### config.mk
export PLATFORM = sky130hd
export DESIGN_NAME = uart_tx_arbiter
export DESIGN_NICKNAME = d
export VERILOG_FILES = /design/src/rtl/uart_arb_pkg.sv /design/src/rtl/rr_arbiter.sv /design/src/rtl/uart_tx_arbiter.sv
export SDC_FILE = /design/constraint.sdc
export NUM_CORES = 1
export LEC_CHECK = 0
export CAP_MARGIN = 15
export CORE_MARGIN = 1
export CORE_UTILIZATION = 38
export CTS_BUF_LIST = sky130_fd_sc_hd__clkbuf_8
export CTS_CLUSTER_DIAMETER = 30
export DETAILED_ROUTE_END_ITERATION = 12
export PLACE_DENSITY = 0.91
export SYNTH_ARGS = -nofsm -noshare
export SYNTH_HDL_FRONTEND = slang
export SYNTH_HIERARCHICAL = 1
export SYNTH_SLANG_ARGS = --single-unit
### constraint.sdc
create_clock -name clk -period 6.2 [get_ports clk]
set_input_delay 1.86 -clock clk [delete_from_list [all_inputs] [get_ports clk]]
set_output_delay 1.86 -clock clk [all_outputs]
set_load 0.02 [all_outputs]
### src/rtl/uart_arb_pkg.sv
// uart_arb_pkg: FSM state encoding and parity-type constants shared by the UART TX arbiter
package uart_arb_pkg;
  typedef enum logic [1:0] {
    IDLE      = 2'd0,
    LOAD      = 2'd1,
    WAIT_BUSY = 2'd2,
    WAIT_DONE = 2'd3
  } state_t;
  localparam logic PAR_EVEN = 1'b0;
  localparam logic PAR_ODD  = 1'b1;
endpackage

### src/rtl/rr_arbiter.sv
// rr_arbiter: combinational round-robin pick starting just after rr_ptr
module rr_arbiter #(
  parameter int NUM_REQ  = 4,
  parameter int ID_WIDTH = 2
) (
  input  logic [NUM_REQ-1:0]  req,
  input  logic [ID_WIDTH-1:0] rr_ptr,
  output logic [ID_WIDTH-1:0] winner,
  output logic                valid
);
  // first asserted request at rr_ptr+1, rr_ptr+2, ... wraps modulo NUM_REQ
  always_comb begin
    valid  = 1'b0;
    winner = '0;
    for (int i = 1; i <= NUM_REQ; i++) begin
      if (!valid && req[(int'(rr_ptr) + i) % NUM_REQ]) begin
        valid  = 1'b1;
        winner = ID_WIDTH'((int'(rr_ptr) + i) % NUM_REQ);
      end
    end
  end
endmodule

### src/rtl/uart_tx_arbiter.sv
// uart_tx_arbiter: round-robin share of one UART TX among NUM_REQ byte requesters (optional UART_TX_ARB_TIMEOUT_EN)
module uart_tx_arbiter
  import uart_arb_pkg::*;
#(
  parameter int NUM_REQ     = 4,
  parameter int FRAME_WIDTH = 8,
  parameter int ID_WIDTH    = 2,
  parameter int TIMEOUT_CYC = 16
) (
  input  logic                           clk,
  input  logic                           reset,
  input  logic [NUM_REQ-1:0]             req,
  input  logic [NUM_REQ*FRAME_WIDTH-1:0] req_data,
  input  logic [NUM_REQ-1:0]             req_par_en,
  input  logic [NUM_REQ-1:0]             req_par_typ,
  output logic [NUM_REQ-1:0]             ack,
  input  logic                           tx_busy,
  output logic                           tx_data_valid,
  output logic [FRAME_WIDTH-1:0]         tx_p_data,
  output logic                           tx_par_en,
  output logic                           tx_par_typ,
  output logic [ID_WIDTH-1:0]            grant_id,
  output logic                           arb_busy,
  output logic                           err_timeout
);
  if (NUM_REQ < 2 || NUM_REQ > 8 || (1 << ID_WIDTH) < NUM_REQ || TIMEOUT_CYC < 2) begin : g_bad_params
    $error("uart_tx_arbiter: illegal parameter combination");
  end
  state_t                  state_q, state_d;
  logic [ID_WIDTH-1:0]     rr_q, rr_d, gid_q, gid_d, win;
  logic [NUM_REQ-1:0]      ack_q, ack_d;
  logic [FRAME_WIDTH-1:0]  data_q, data_d;
  logic                    dv_q, dv_d, pen_q, pen_d, ptyp_q, ptyp_d, abusy_q, abusy_d, err_q, err_d;
  logic                    win_v, grant, timeout;
  rr_arbiter #(.NUM_REQ(NUM_REQ), .ID_WIDTH(ID_WIDTH)) u_rr (
    .req(req), .rr_ptr(rr_q), .winner(win), .valid(win_v)
  );
  assign grant = state_q == IDLE && win_v && !tx_busy;
`ifdef UART_TX_ARB_TIMEOUT_EN
  localparam int CW = $clog2(TIMEOUT_CYC);
  logic [CW-1:0] cnt_q, cnt_d;
  assign timeout = state_q == WAIT_BUSY && !tx_busy && cnt_q == CW'(TIMEOUT_CYC - 2);
  // restarts on entry to WAIT_BUSY; the LOAD cycle counts toward the window
  always_comb cnt_d = state_q == WAIT_BUSY ? cnt_q + 1'b1 : '0;
  // timeout counter register
  always_ff @(posedge clk) cnt_q <= reset ? '0 : cnt_d;
`else
  assign timeout = 1'b0;
`endif
  // state and registered outputs
  always_ff @(posedge clk) begin
    if (reset) begin
      state_q <= IDLE;
      rr_q    <= ID_WIDTH'(NUM_REQ - 1);
      gid_q   <= '0;
      ack_q   <= '0;
      data_q  <= '0;
      dv_q    <= 1'b0;
      pen_q   <= 1'b0;
      ptyp_q  <= PAR_EVEN;
      abusy_q <= 1'b0;
      err_q   <= 1'b0;
    end else begin
      state_q <= state_d;
      rr_q    <= rr_d;
      gid_q   <= gid_d;
      ack_q   <= ack_d;
      data_q  <= data_d;
      dv_q    <= dv_d;
      pen_q   <= pen_d;
      ptyp_q  <= ptyp_d;
      abusy_q <= abusy_d;
      err_q   <= err_d;
    end
  end
  // next-state: grant, hand off, wait for busy to rise, wait for it to fall
  always_comb begin
    state_d = state_q;
    unique case (state_q)
      IDLE:      state_d = grant ? LOAD : IDLE;
      LOAD:      state_d = WAIT_BUSY;
      WAIT_BUSY: state_d = tx_busy ? WAIT_DONE : timeout ? IDLE : WAIT_BUSY;
      WAIT_DONE: state_d = tx_busy ? WAIT_DONE : IDLE;
      default:   state_d = IDLE;
    endcase
  end
  // outputs are captured at the grant edge and held until the next grant
  always_comb begin
    ack_d   = grant ? NUM_REQ'(1) << win : '0;
    dv_d    = grant;
    data_d  = grant ? req_data[win*FRAME_WIDTH +: FRAME_WIDTH] : data_q;
    pen_d   = grant ? req_par_en[win] : pen_q;
    ptyp_d  = grant ? req_par_typ[win] : ptyp_q;
    gid_d   = grant ? win : gid_q;
    rr_d    = grant ? win : rr_q;
    abusy_d = state_d != IDLE;
    err_d   = timeout;
  end
  assign ack           = ack_q;
  assign tx_data_valid = dv_q;
  assign tx_p_data     = data_q;
  assign tx_par_en     = pen_q;
  assign tx_par_typ    = ptyp_q;
  assign grant_id      = gid_q;
  assign arb_busy      = abusy_q;
  assign err_timeout   = err_q;
endmodule

==> flow_metrics.py <==
metrics = {
    "floorplan": {
        "die_area_um2": 3100,
        "num_rows": 19,
        "core_um2": 2730,
        "dieWidth_um": 55.7,
        "start_util": 0.400,
        "dieHeight_um": 55.7,
        "pin_count": 66,
    },
    "route": {
        "route.detailed.vias_per_inst": 5.42,
        "drt_pass1_iterations": 7,
        "ant_nets": 0,
        "wire_per_inst_um": 16.0,
        "drt_wl_total_mm": 3.23,
        "drt_iter0_drc": 31,
        "vias": 1095,
        "drc": 0,
    },
    "final_layout": {
        "area_delta_synth_final_pct": 63.0,
        "stdcell_count": 202,
        "antenna_cells": 0,
        "fin_nets": 219,
        "nFillCells": 204,
        "post-route-cell-area_um2": 1780,
        "drive_gt1_frac": 0.129,
    },
    "critical_path": {
        "cp_top_family": "compound AO/OA/AOI/OAI gates",
        "crit_required_ps": 6310,
        "startpoint": "req[3]",
        "crit_chain": "clkdlybuf4s50_1 > and2b_1 > a21oi_2 > o221ai_2 > mux4_2 > nand2_1 > a21oi_1",
        "path_class": "input pin to flip-flop",
        "crit_arrival_ps": 4190,
        "slowest_stage": "o221ai_2",
        "max_stage_delay_ps": 820,
        "path_depth": 7,
        "critPathBufInv": 1,
        "critPathCaptureType": "flip-flop",
        "crit_fanout": 15,
        "reg2reg_from": "rr_q[1]$_SDFFE_PP1P_",
        "cp-start-kind": "input pin",
        "reg2reg_depth": 6,
    },
    "timing": {
        "worstMarginPinSlew_ps": 1090,
        "drv_slew": 0,
        "grt_setup_unrepaired": "no",
        "fmax_ghz": 0.245,
        "hold_violations": 0,
        "layout_min_cycle_time_ps": 4080,
        "setup_viol": 0,
        "setup_total_negative_slack_ps": 0,
        "fin_crit_sh": 0.659,
        "fin_skew_ps": 8.82,
        "maxSlewHeadroom": 0.273,
        "timing.hold.ws_ps": 459,
    },
    "worst_hold_path": {
        "hold_path_depth": 2,
        "min_from": "tx_p_data[5]$_SDFFE_PP0P_",
        "hp-class": "flip-flop to flip-flop",
    },
    "cts": {
        "ctsResizeCount": 0,
        "postCtsSetupBuffers": 0,
        "clk_path_buf_depth": 2,
        "cts_max_level": 1,
        "cts_tree": "built",
        "hold_buffers": 0,
        "cts_buffers": 3,
        "clock_latency_ps": 260,
        "clock-sinks": 22,
        "root_buffer": "clkbuf_8",
        "clk_pin_slew_ps": 70,
    },
    "synthesis": {
        "ys_seq_area_frac": 0.402,
        "syn-cell-area_um2": 1090,
        "yosysUniqueCellTypes": 23,
        "netlist_instances": 111,
        "synth_edf_count": 0,
        "syn_nets": 158,
        "yosysWarnings": 6,
        "postSynthAreaPerCell_um2": 9.86,
        "ys.flop_type": "dfxtp_1",
        "ys_seq_elements": 22,
        "synthArstFlopShare": 0,
    },
    "placed_design": {
        "dpl.cell_count": 198,
        "gp_congestion": 0.819,
        "post_dp_cell_area_um2": 1730,
        "portBuffers": 64,
        "dp_hpwl_mm": 2.46,
    },
    "global_route": {
        "grt_pass1_wl_mm": 4.96,
        "antenna_found_initial": 0,
        "grt_pass1_vias": 1116,
        "grt_start_max_net_pins": 21,
        "grt_usage": 0.212,
        "grt-ovfl-total": 0,
    },
    "outcome": {
        "status": "finished clean",
    },
    "pwr": {
        "power.leakage_nw": 0.646,
        "p_total_mw": 0.398,
        "ir_drop_mv": 0.169,
        "powerDensity_nw_per_um2": 223,
    },
    "job": {
        "max-cap-violations": 0,
    },
}
-- metal layers --
metal | up-vias | global-route usage | wire, µm
li1 | 509 | - | -
met1 | 518 | 0.224 | 1190
met2 | 54 | 0.372 | 1670
met3 | 14 | 0.0605 | 262
met4 | 0 | 0.129 | 116
met5 | - | 0 | 0
-- stage by stage --
stage / utilization / setup slack, ps
after detailed placement: 0.632 / 1790
after CTS: 0.653 / 2060
after global routing: 0.653 / 1930
final: 0.653 / 2120
after floorplan: - / 2780
after global placement: 0.632 / 1900
-- path summary, 6_finish.rpt --
check	slack, ps	to
worst max-delay path	2120	tx_p_data[5]$_SDFFE_PP0P_
worst min-delay path	460	tx_p_data[5]$_SDFFE_PP0P_
worst max register to register	3750	tx_p_data[5]$_SDFFE_PP0P_
worst min register to register	460	tx_p_data[5]$_SDFFE_PP0P_
-- registers in the layout (all words and copies together), names as in the netlist --
| register | flops |
|---|---|
| arb_busy | 1 |
| rr_q | 2 |
| tx_par_en | 1 |
| state_q | 2 |
| tx_data_valid | 1 |
| tx_par_typ | 1 |
| grant_id | 2 |
| tx_p_data | 8 |
| ack | 4 |
-- layout make-up --
| class | instances | area, µm² | area share |
|---|---|---|---|
| well taps | 31 | 38.8 | 0.0217 |
| flip-flops and latches | 22 | 440 | 0.247 |
| repair buffers | 65 | 648 | 0.363 |
| multi-input cells | 79 | 598 | 0.335 |
| inverters | 1 | 3.75 | 0.00210 |
| clock buffers | 4 | 55.1 | 0.0309 |
-- report_power, final --
part	leakage [nW]	internal, mW	switching [mW]
Combinational	0.436	0.0751	0.0589
Clock	0.0288	0.0566	0.0456
Sequential	0.181	0.154	0.00829
-- worst min-delay path, cell delays in order, from the launching register on --
cell	delay, ps
dfxtp_1	310
nand2_1	50
a21oi_1	50
-- kinds of logic after synthesis --
| family | synth area share |
|---|---|
| and+or+nand+nor | 0.199 |
| buffers and inverters | 0.0571 |
| other | 0.00343 |
| muxes | 0.215 |
| DFF | 0.402 |
| AOI/OAI and AO/OA | 0.123 |
-- cells in the final DEF, fill, tap and decap left out, drive strengths merged --
master,count
mux4,10
and3,1
clkdlybuf4s50,64
buf,1
dfxtp,22
clkbuf,4
o21bai,1
nor2,5
nor4b,3
inv,1
conb,1
or4b,1
nand2b,4
o221ai,1
mux2i,1
a21oi,19
nand2,29
nor4,1
and2b,1
a31oi,1
-- synthesized netlist by cell type, drive strengths merged (3+ instances only) --
cell type / n / share of area
buf: 6 / 0.043
a21oi: 19 / 0.097
nand2: 29 / 0.099
nand2b: 4 / 0.023
nor2: 5 / 0.019
mux4: 10 / 0.21
clkbuf: 3 / 0.010
dfxtp: 22 / 0.40
nor4b: 3 / 0.024
Power figures use the tool's default switching activity.
